### config.mk
export PLATFORM = sky130hd
export DESIGN_NAME = ip2_test3_result_fifo
export DESIGN_NICKNAME = d
export VERILOG_FILES = /design/src/rtl/ip2_test3_result_fifo.sv
export SDC_FILE = /design/constraint.sdc
export NUM_CORES = 1
export LEC_CHECK = 0
export CAP_MARGIN = 10
export CORE_MARGIN = 1
export CORE_UTILIZATION = 60
export CTS_BUF_LIST = sky130_fd_sc_hd__clkbuf_8
export DETAILED_ROUTE_END_ITERATION = 12
export PLACE_DENSITY_LB_ADDON = 0.12
export SYNTH_ARGS = -nofsm -noshare
export SYNTH_HDL_FRONTEND = slang
export SYNTH_SLANG_ARGS = --single-unit
### constraint.sdc
create_clock -name clk -period 15.35 [get_ports clk]
set_clock_uncertainty 0.15 [all_clocks]
set_input_delay 3.8375 -clock clk [delete_from_list [all_inputs] [get_ports clk]]
set_output_delay 3.8375 -clock clk [all_outputs]
set_load 0.02 [all_outputs]
### src/rtl/ip2_test3_result_fifo.sv
// ip2_test3_result_fifo: captures test3 DNN results on done rising edge and queues them with popcounts
module ip2_test3_result_fifo #(
  parameter int DEPTH = 4
) (
  input  logic        clk,
  input  logic        reset,
  input  logic        enable,
  input  logic        clear,
  input  logic        sm_test3_o_status_done,
  input  logic [47:0] sm_test3_o_dnn_output_0,
  input  logic [47:0] sm_test3_o_dnn_output_1,
  input  logic        rd_en,
  output logic        rd_valid,
  output logic [47:0] rd_data_0,
  output logic [47:0] rd_data_1,
  output logic [5:0]  rd_popcnt_0,
  output logic [5:0]  rd_popcnt_1,
  output logic [4:0]  fifo_count,
  output logic        fifo_empty,
  output logic        fifo_full,
  output logic [7:0]  overflow_cnt
);
  localparam int AW = $clog2(DEPTH);
  localparam logic [4:0] FULL_CNT = 5'(DEPTH);

  function automatic logic [5:0] popcnt(input logic [47:0] d);
    logic [5:0] c;
    c = '0;
    for (int i = 0; i < 48; i++) c = c + {5'd0, d[i]};
    return c;
  endfunction

  logic          rst;
  logic          done_q;
  logic          done_re;
  logic          cap_valid_q, cap_valid_d;
  logic [47:0]   cap_d0_q, cap_d1_q;
  logic [5:0]    pc0, pc1;
  logic          wr, rd, wr_acc, drop;
  logic [AW-1:0] wptr_q, wptr_d, rptr_q, rptr_d;
  logic [4:0]    cnt_q, cnt_d;
  logic          empty_q, empty_d, full_q, full_d;
  logic [7:0]    ovf_q, ovf_d;
  logic          rd_valid_q, rd_valid_d;
  logic [47:0]   rdd0_q, rdd0_d, rdd1_q, rdd1_d;
  logic [5:0]    rdp0_q, rdp0_d, rdp1_q, rdp1_d;
  logic [47:0]   mem_d0 [DEPTH];
  logic [47:0]   mem_d1 [DEPTH];
  logic [5:0]    mem_p0 [DEPTH];
  logic [5:0]    mem_p1 [DEPTH];

  assign rst     = reset | ~enable;
  assign done_re = sm_test3_o_status_done & ~done_q;
  assign pc0     = popcnt(cap_d0_q);
  assign pc1     = popcnt(cap_d1_q);
  assign wr      = cap_valid_q & ~clear;
  assign rd      = rd_en & ~empty_q & ~clear;
  assign wr_acc  = wr & (~full_q | rd);
  assign drop    = wr & full_q & ~rd;

  // next-state for pointers, occupancy, flags, overflow counter and read registers
  always_comb begin
    cap_valid_d = done_re & ~clear;
    wptr_d      = clear ? '0 : wptr_q + AW'(wr_acc);
    rptr_d      = clear ? '0 : rptr_q + AW'(rd);
    cnt_d       = clear ? '0 : cnt_q + 5'(wr_acc) - 5'(rd);
    empty_d     = cnt_d == 5'd0;
    full_d      = cnt_d == FULL_CNT;
    ovf_d       = clear ? '0 : (drop && ovf_q != 8'hFF) ? ovf_q + 8'd1 : ovf_q;
    rd_valid_d  = rd;
    rdd0_d      = rd ? mem_d0[rptr_q] : rdd0_q;
    rdd1_d      = rd ? mem_d1[rptr_q] : rdd1_q;
    rdp0_d      = rd ? mem_p0[rptr_q] : rdp0_q;
    rdp1_d      = rd ? mem_p1[rptr_q] : rdp1_q;
  end

  // control state; disable behaves exactly like reset
  always_ff @(posedge clk) begin
    if (rst) begin
      done_q      <= 1'b0;
      cap_valid_q <= 1'b0;
      cap_d0_q    <= '0;
      cap_d1_q    <= '0;
      wptr_q      <= '0;
      rptr_q      <= '0;
      cnt_q       <= '0;
      empty_q     <= 1'b1;
      full_q      <= 1'b0;
      ovf_q       <= '0;
      rd_valid_q  <= 1'b0;
      rdd0_q      <= '0;
      rdd1_q      <= '0;
      rdp0_q      <= '0;
      rdp1_q      <= '0;
    end else begin
      done_q      <= sm_test3_o_status_done;
      cap_valid_q <= cap_valid_d;
      if (done_re) begin
        cap_d0_q <= sm_test3_o_dnn_output_0;
        cap_d1_q <= sm_test3_o_dnn_output_1;
      end
      wptr_q      <= wptr_d;
      rptr_q      <= rptr_d;
      cnt_q       <= cnt_d;
      empty_q     <= empty_d;
      full_q      <= full_d;
      ovf_q       <= ovf_d;
      rd_valid_q  <= rd_valid_d;
      rdd0_q      <= rdd0_d;
      rdd1_q      <= rdd1_d;
      rdp0_q      <= rdp0_d;
      rdp1_q      <= rdp1_d;
    end
  end

  // storage array, left unreset; popcounts are stored alongside the data words
  always_ff @(posedge clk) begin
    if (!rst && wr_acc) begin
      mem_d0[wptr_q] <= cap_d0_q;
      mem_d1[wptr_q] <= cap_d1_q;
      mem_p0[wptr_q] <= pc0;
      mem_p1[wptr_q] <= pc1;
    end
  end

  assign rd_valid     = rd_valid_q;
  assign rd_data_0    = rdd0_q;
  assign rd_data_1    = rdd1_q;
  assign rd_popcnt_0  = rdp0_q;
  assign rd_popcnt_1  = rdp1_q;
  assign fifo_count   = cnt_q;
  assign fifo_empty   = empty_q;
  assign fifo_full    = full_q;
  assign overflow_cnt = ovf_q;
endmodule
# [Yosys cells after proc, flatten, opt, wreduce, memory -nomap -nowiden]
# Memories as Yosys holds them, arrays and structs flattened. A register that Yosys moved wholly into a read port is not among the register bits.
# Cells that the tools add are included.
[totals] regBits=118 latchBits=0 ramBits=432 romBits=0 inputBits=102 out_inout_bits=124 word_cells=140 mem_count=4
[op_classes] n_addsub=99 n_mul=0 div_mod_pow=0 order_cmp=0 n_eq_ne=2 n_shift=0 n_mux=3 n_bitwise=16 n_reduce_logical=5
[mem_list] memory="mem_d0" depth=4 width=48 rd=1 rd_clocked_by_memory_dff=1 wr=1 line_no="47" source="logic [47:0] mem_d0 [DEPTH];"
[mem_list] memory="mem_d1" depth=4 width=48 rd=1 rd_clocked_by_memory_dff=1 wr=1 line_no="48" source="logic [47:0] mem_d1 [DEPTH];"
[mem_list] memory="mem_p0" depth=4 width=6 rd=1 rd_clocked_by_memory_dff=1 wr=1 line_no="49" source="logic [5:0] mem_p0 [DEPTH];"
[mem_list] memory="mem_p1" depth=4 width=6 rd=1 rd_clocked_by_memory_dff=1 wr=1 line_no="50" source="logic [5:0] mem_p1 [DEPTH];"
[ops] operator="$add 6x1->6" n=84
[ops] operator="$add 5x1->6" n=2
[ops] operator="$add 4x1->5" n=2
[ops] operator="$add 3x1->4" n=2
[ops] operator="$add 8x1->8 const B" n=1
[ops] operator="$and 1x1->1" n=8
[ops] operator="$ne 8x8->1 const B" n=1
[ops] operator="$add 2x1->3" n=2
[ops] operator="$not 1->1" n=6
[ops] operator="$add 5x1->5" n=1
[ops] operator="$eq 5x3->1 const B" n=1
[ops] operator="$logic_not 5->1" n=1
[ops] operator="$mux 5" n=1
[ops] operator="$sub 5x1->5" n=1
[ops] operator="$add 1x1->2" n=2
[ops] operator="$add 2x1->2" n=2
[ops] operator="$logic_and 1x1->1" n=2
[ops] operator="$mux 1" n=2
[ops] operator="$or 1x1->1" n=2
[ops] operator="$reduce_or 2->1" n=1
[ops] operator="$logic_not 1->1" n=1

# [Depth between registers and ports, before layout]
# Gate-level depths: netlist of run 1.
[depth] ltp_word=47 ltp_mapped=17 depth_no_buf=17

# [Least setup slack after synthesis of run 1]
# Ideal clock, no wire load.
[synth_path] path_kind="input port to flip-flop" from="input clear" to="memory mem_d0[1][0] (enable)" setup_time_ns=0.730 arrival_time_ns=12.209 t_required_ns=14.470 slack_ns=2.262 stages=4 n_path_buf=0 path_cell_list="nand2b_1 -> a21oi_1 -> nand2_1 -> nor3b_1"
[synth_between] elab_chain_cells=7 elab_cells_between_ends=8 cone_classes="mux (2); bitwise (5); reduce/logical (1)"
[synth_rtl] element="start, declared" line_no="8" source="input logic clear,"
[synth_rtl] element="$not 1->1 (*)" line_no="56, 57"
[synth_rtl] element="$and 1x1->1" line_no="57" source="assign rd = rd_en & ~empty_q & ~clear;"
[synth_rtl] element="$or 1x1->1" line_no="58" source="assign wr_acc = wr & (~full_q | rd);"
[synth_rtl] element="$and 1x1->1 (*)" line_no="58"
[synth_rtl] element="$logic_and 1x1->1 (*)" line_no="118" source="if (!rst && wr_acc) begin"
[synth_rtl] element="$mux 1 (*)" line_no="118"
[synth_rtl] element="$mux 1 (not written as such) (*)" line_no="119" source="mem_d0[wptr_q] <= cap_d0_q;"
[synth_rtl] element="end, declared" line_no="47"
# Mark *: on every way between the ends. The rest lies on a longest branch, timed or not.

# [Worst setup path after layout of run 1]
[layout_path] from="input clear" to="memory mem_p0[1][0] (enable)"
[layout_between] elab_chain_cells=7 elab_cells_between_ends=8 cone_classes="mux (2); bitwise (5); reduce/logical (1)"
[layout_rtl] element="$not 1->1 (*)" line_no="56, 57"
[layout_rtl] element="$and 1x1->1" line_no="57"
[layout_rtl] element="$or 1x1->1" line_no="58"
[layout_rtl] element="$and 1x1->1 (*)" line_no="58"
[layout_rtl] element="$logic_and 1x1->1 (*)" line_no="118"
[layout_rtl] element="$mux 1 (*)" line_no="118"
[layout_rtl] element="$mux 1 (not written as such) (*)" line_no="121" source="mem_p0[wptr_q] <= pc0;"
[layout_rtl] element="end, declared" line_no="49"
# Marked as above.

==> results of run 1 <==
==> where the power goes <==
group,switching [W],total [W],internal [W]
registers,0.0000149,0.00194,0.00192
clock network,0.000656,0.00142,0.000762
logic,0.000144,0.000249,0.000104
total,0.000815,0.00360,0.00279
==> cells by family after synthesis <==
| group | share of synthesized area |
|---|---|
| muxes | 0.0942 |
| adders and majority gates | 0.0742 |
| and+or+nand+nor | 0.0717 |
| DFF | 0.672 |
| AOI/OAI and AO/OA | 0.0469 |
| buffers and inverters | 0.0371 |
| xor gates and xnor gates | 0.00370 |
==> metrics by stage <==
| stage | cells | power, W | hold slack (ns) | instance area, um^2 | setup WS [ns] |
|---|---|---|---|---|---|
| detailed placement | 2536 | 0.00223 | 0.296 | 28700 | 8.01 |
| floorplan | 1810 | 0.00213 | 0.326 | 26000 | 2.26 |
| global route | 2727 | 0.00375 | 0.329 | 30700 | 8.55 |
| CTS | 2727 | 0.00363 | 0.305 | 30700 | 8.74 |
| finish | 2727 | 0.00360 | 0.302 | 30700 | 8.74 |
| global placement | 2536 | 0.00221 | 0.294 | 28700 | 8.08 |
==> flip-flops by register name, indices dropped and copies added (netlist names), 2 cells and up <==
name          flops
mem_d0          192
rd_popcnt_1       6
mem_p1           24
rd_popcnt_0       6
rd_data_1        48
overflow_cnt      8
cap_d0_q         48
cap_d1_q         48
wptr_q            2
rptr_q            2
mem_p0           24
fifo_count        5
rd_data_0        48
mem_d1          192
==> layer usage <==
| layer | part of all wire | wire length [um] | vias to the layer above | GRT usage |
|---|---|---|---|---|
| met5 | 0 | 0 | - | 0 |
| met4 | 0.022 | 1160 | 0 | 0.0783 |
| met3 | 0.066 | 3490 | 89 | 0.0565 |
| met2 | 0.50 | 26400 | 493 | 0.410 |
| met1 | 0.41 | 21600 | 7444 | 0.332 |
| li1 | - | - | 6900 | - |
==> how the worst max path moves through the flow <==
stage / start / end / slack [ns] / depth (start not counted)
6_report: clear / mem_p0[1][0]$_DFFE_PP_ / 8.74 / 7
5_1_grt: clear / mem_d1[1][44]$_DFFE_PP_ / 8.55 / 7
4_1_cts: clear / mem_d1[1][47]$_DFFE_PP_ / 8.74 / 7
3_5_place_dp: clear / mem_d1[1][37]$_DFFE_PP_ / 8.01 / 7
3_3_place_gp: clear / mem_d1[1][37]$_DFFE_PP_ / 8.08 / 7
2_1_floorplan: clear / mem_d0[1][0]$_DFFE_PP_ / 2.26 / 4
==> cell type report <==
type,instances,area [um^2],area share
Tap cell,577,722,0.0235
Inverter,128,483,0.0157
Clock inverter,74,414,0.0135
Sequential cell,658,17500,0.570
Timing Repair Buffer,242,2380,0.0774
Clock buffer,117,1610,0.0524
Multi-Input combinational cell,931,7610,0.248
==> worst max-delay path, delay by kind of cell <==
kind,cells,cell delay (ns)
and+or+nand+nor,3,0.62
AOI/OAI and AO/OA,1,0.31
buffers and inverters,3,1.88
==> cells in the final DEF, fill, tap and decap left out, types with 2 or more instances in the layout <==
| master | instances |
|---|---|
| clkbuf_8 | 117 |
| nand4_1 | 2 |
| nand2b_4 | 3 |
| clkinv_1 | 15 |
| clkinv_2 | 8 |
| dfxtp_4 | 2 |
| bufinv_16 | 4 |
| clkdlybuf4s50_1 | 225 |
| nor3b_2 | 2 |
| nor3_1 | 5 |
| inv_1 | 169 |
| ha_1 | 28 |
| dfxtp_1 | 224 |
| clkinvlp_4 | 3 |
| a21o_1 | 4 |
| mux4_2 | 108 |
| nand3_1 | 4 |
| edfxtp_1 | 432 |
| nand2b_1 | 3 |
| and4_1 | 2 |
| a211oi_1 | 2 |
| xor2_1 | 4 |
| a311oi_1 | 2 |
| nor2_1 | 12 |
| mux2i_1 | 2 |
| nor4_1 | 2 |
| buf_4 | 17 |
| nand2_1 | 417 |
| a21oi_1 | 217 |
| nor2b_1 | 3 |
| o21ai_0 | 3 |
| fa_1 | 79 |
| and2_1 | 6 |
| xnor2_1 | 7 |
==> flow_summary.json, run 1 <==
{
  "cts_max_level": 3,
  "num_io_pins": 226,
  "syn_nets": 2019,
  "synth.avg_cell_area_um2": 14.4,
  "fill_cells": 2761,
  "rr_endpoint": "mem_p0[1][4]$_DFFE_PP_",
  "fp.dieH_um": 210,
  "netlist_instances": 1810,
  "overflow": 0,
  "vias": 14900,
  "drv_cap": 0,
  "worst_ep_required_time_ns": 15.49,
  "numCtsBuffers": 101,
  "core-area_um2": 42300,
  "synthesis.area_um2": 26000,
  "leakagePower_nw": 11.1,
  "grt_max_degree": 92,
  "cp_common_cell": "buf_4",
  "yosys-top-cells-area": "edfxtp_1 (50%), dfxtp_1 (17%), mux4_2 (9.3%)",
  "clock-sinks": 658,
  "synth_top_area_frac": 0.498,
  "post-synth-top-count-cell": "edfxtp_1",
  "startpoint_type": "input port",
  "hold_start": "rd_data_0[36]$_SDFFE_PP0P_",
  "grt_pass1_vias": 15500,
  "slew_viol_final": 0,
  "synth.yosys.seq_area_share": 0.672,
  "drtIter0Drc": 1174,
  "track_usage": 0.249,
  "finalHoldViolCount": 0,
  "antennaDiodeCount": 0,
  "min_to": "rd_data_0[36]$_SDFFE_PP0P_",
  "totalWireLength_um": 52600,
  "crit_chain": "clkdlybuf4s50_1 > nand2b_1 > a21oi_1 > nand2_1 > nor3b_2 > buf_4 > buf_4",
  "dp_hpwl_um": 33200,
  "nets": 2271,
  "final.setup.tns_ns": 0,
  "post-cts-setup-buffers": 0,
  "finalSetupViolCount": 0,
  "end_kind": "flop",
  "start_util": 0.615,
  "reg2reg_slack_ns": 9.62,
  "post-route-util": 0.726,
  "status": "complete, no violations",
  "ys.flop_type": "edfxtp_1",
  "drt_drc_violations_left": 0,
  "netlist_top_cells_count": "edfxtp_1 (432), nand2_1 (417), dfxtp_1 (226)",
  "cts.clk_slew.worst_paths_ns": 0.06,
  "antenna_found_initial": 0,
  "insertion_delay_ns": 0.69,
  "cts_resized": 0,
  "max_freq_ghz": 0.151,
  "worstPathArrival_ns": 6.75,
  "gp_congestion": 0.817,
  "drive_gt1_frac": 0.127,
  "drtPass1Iterations": 5,
  "maxSlewHeadroom": 0.258,
  "async_flop_share": 0,
  "port_buffers": 225,
  "reg2reg_depth": 16,
  "vdd_ir_drop_max_mv": 0.0639,
  "cts_hold_buf": 0,
  "synth_edf_count": 432,
  "cp_slowest_cell": "buf_4",
  "worst_pin_slew_ns": 1.11,
  "core.rowCount": 75,
  "hold_class": "flop to flop",
  "tritoncts": "built",
  "via_per_inst": 5.47,
  "path_max_fanout": 68,
  "die_w_um": 210,
  "wl_per_cell_um": 19.3,
  "drtAntennaViolNets": 0,
  "yosysUniqueCellTypes": 43,
  "rsz0062_at_grt": "no",
  "yosysWarnings": 0,
  "cts_root_buf": "clkbuf_8",
  "dieArea_um2": 44200,
  "crit_type": "input port to flop",
  "worstReg2RegStart": "cap_d0_q[29]$_SDFFE_PP0P_",
  "ys_ff_latch": 658,
  "crit_path_max_incr_delay_ns": 0.88,
  "syn_to_final_growth_pct": 18.0,
  "yosys.area.top_type": "edfxtp_1",
  "cellPowerDensity_nw_per_um2": 117,
  "cts.path.max_buffers": 3,
  "period_share": 0.431,
  "grt_pass1_wl_um": 83700,
  "period_minus_slack_ns": 6.61,
  "holdPathStages": 2
}
Note: power is estimated with default switching activity, not from simulation.
==> run 2: changes to the inputs <==
Clock period 15.35 ns to 6.44 ns, I/O delays scaled along.
==> run 2 against run 1 <==
- largest cell class unchanged
- critical path depth up 9
- largest power group unchanged
- critical endpoint is now mem_p1[3][4]$_DFFE_PP_
- design area up 0.48%
- core utilization up 0.35 points
- clock-buffer cell count up 1
- die area unchanged
- routed wire length up 5.1%
- worst setup slack worse by 7.9 ns
- sequential power up 140%
- first-iteration DRC count down 13%
- clock power up 140%
- worst hold slack worse by 0.0013 ns
==> flow_summary.json, run 2 (synthesized netlist as in run 1, its figures left out) <==
{
  "track_usage": 0.259,
  "cts_resized": 0,
  "worst_pin_slew_ns": 1.14,
  "vias": 15000,
  "grt_pass1_wl_um": 86000,
  "path_max_fanout": 6,
  "antenna_found_initial": 0,
  "p_sw_frac": 0.227,
  "drtPass1Iterations": 5,
  "p_switching_w": 0.00197,
  "end_kind": "flop",
  "max_freq_ghz": 0.177,
  "crit_path_max_incr_delay_ns": 0.52,
  "cp_slowest_cell": "fa_1",
  "wl_per_cell_um": 20.3,
  "syn_to_final_growth_pct": 18.6,
  "cts_hold_buf": 0,
  "drtIter0Drc": 1016,
  "dp_hpwl_um": 33500,
  "numCtsBuffers": 102,
  "core-area_um2": 42300,
  "nets": 2269,
  "finalSetupViolCount": 0,
  "cts_root_buf": "clkbuf_8",
  "final_cell_mix": "edfxtp_1 (432), nand2_1 (417), clkdlybuf4s50_1 (225)",
  "rsz0062_at_grt": "no",
  "reg.largest.list": "mem_d0 (192), mem_d1 (192)",
  "final.setup.tns_ns": 0,
  "tritoncts": "built",
  "clock-sinks": 658,
  "hold_class": "flop to flop",
  "grt_pass1_vias": 15500,
  "drive_gt1_frac": 0.130,
  "leakagePower_nw": 11.1,
  "gp_congestion": 0.814,
  "startpoint_type": "flop",
  "cts.clk_slew.worst_paths_ns": 0.06,
  "path_buf_inv": 4,
  "start_util": 0.615,
  "path_delay_family": "adder cells",
  "drv_cap": 0,
  "cellPowerDensity_nw_per_um2": 281,
  "die_w_um": 210,
  "dieArea_um2": 44200,
  "period_share": 0.875,
  "status": "complete, no violations",
  "via_per_inst": 5.51,
  "fill_cells": 2775,
  "overflow": 0,
  "crit_chain": "fa_1 > fa_1 > inv_1 > fa_1 > inv_1 > fa_1 > inv_1 > fa_1 > fa_1 > fa_1 > inv_1 > ha_1 > fa_1 > a21o_1 > a21oi_1 > xnor2_1",
  "totalWireLength_um": 55300,
  "cp_common_cell": "fa_1",
  "grt_max_degree": 119,
  "post-cts-setup-buffers": 0,
  "pwr-share-seq": 0.532,
  "fp.dieH_um": 210,
  "cts.path.max_buffers": 3,
  "p_clk_frac": 0.399,
  "finalHoldViolCount": 0,
  "worst_ep_required_time_ns": 6.73,
  "num_io_pins": 226,
  "setup_slack_ns": 0.803,
  "drtAntennaViolNets": 0,
  "core.rowCount": 75,
  "antennaDiodeCount": 0,
  "internal_power_w": 0.00671,
  "vdd_ir_drop_max_mv": 0.220,
  "combPwrFrac": 0.070,
  "drt_drc_violations_left": 0,
  "insertion_delay_ns": 0.67,
  "final_common_cell": "edfxtp_1",
  "slew_viol_final": 0,
  "power.total_w": 0.00868,
  "post-place-ws_ns": 0.799,
  "crit_type": "flop to flop",
  "period_minus_slack_ns": 5.64,
  "cts_max_level": 3,
  "worstPathArrival_ns": 5.93,
  "port_buffers": 225,
  "maxSlewHeadroom": 0.240
}
run 2: worst min-delay path, delay by kind of cell, from the launching register on:
| family | cells | cell delay (ns) |
|---|---|---|
| DFF | 1 | 0.30 |
| and+or+nand+nor | 1 | 0.05 |
| AOI/OAI and AO/OA | 1 | 0.05 |
run 2: through the flow:
stage | util | cells | hold WS, ns | area, um^2
after floorplan | - | 1810 | 0.326 | 26100
after global placement | 0.681 | 2533 | 0.292 | 28800
after detailed placement | 0.681 | 2533 | 0.296 | 28800
after CTS | 0.730 | 2725 | 0.305 | 30900
after global routing | 0.730 | 2725 | 0.322 | 30900
final | 0.730 | 2725 | 0.301 | 30900
run 2: layer usage:
| layer | share of wire | wire length, um | up-vias | global-route usage |
|---|---|---|---|---|
| met5 | 0 | 0 | - | 0 |
| met4 | 0.023 | 1290 | 0 | 0.0851 |
| met3 | 0.064 | 3530 | 90 | 0.0511 |
| met2 | 0.51 | 28000 | 488 | 0.439 |
| met1 | 0.41 | 22500 | 7511 | 0.340 |
| li1 | - | - | 6915 | - |
run 2: cell type report:
class                      count  area [um^2]  share of cell area
tap                          577          722              0.0234
multi-input combinational    931         7630               0.247
sequential                   658        17500               0.567
timing repair buffer         239         2460              0.0796
clock inverter                74          450              0.0146
inverter                     128          483              0.0156
clock buffer                 118         1620              0.0526
run 2: path summary, 6_finish.rpt:
path                               from                          to  slack [ns]  cells past startpoint
min reg2reg  rd_data_0[12]$_SDFFE_PP0P_  rd_data_0[12]$_SDFFE_PP0P_        0.30                      2
max           cap_d1_q[43]$_SDFFE_PP0P_      mem_p1[3][4]$_DFFE_PP_        0.80                     16
min          rd_data_0[12]$_SDFFE_PP0P_  rd_data_0[12]$_SDFFE_PP0P_        0.30                      2
max reg2reg   cap_d1_q[43]$_SDFFE_PP0P_      mem_p1[3][4]$_DFFE_PP_        0.80                     16
run 2: power by group through the flow:
stage | clock network (W) | logic (W) | registers, W
after floorplan | 0 | 0.000396 | 0.00469
after global placement | 0 | 0.000583 | 0.00470
after detailed placement | 0 | 0.000609 | 0.00471
after CTS | 0.00351 | 0.000614 | 0.00462
after global routing | 0.00368 | 0.000693 | 0.00462
final | 0.00346 | 0.000604 | 0.00461
==> run 3: changes to the inputs <==
Settings changed: CAP_MARGIN 10 to 0.
==> results of run 3 <==
Final layout, timing and power as in run 2 (identical DEF).
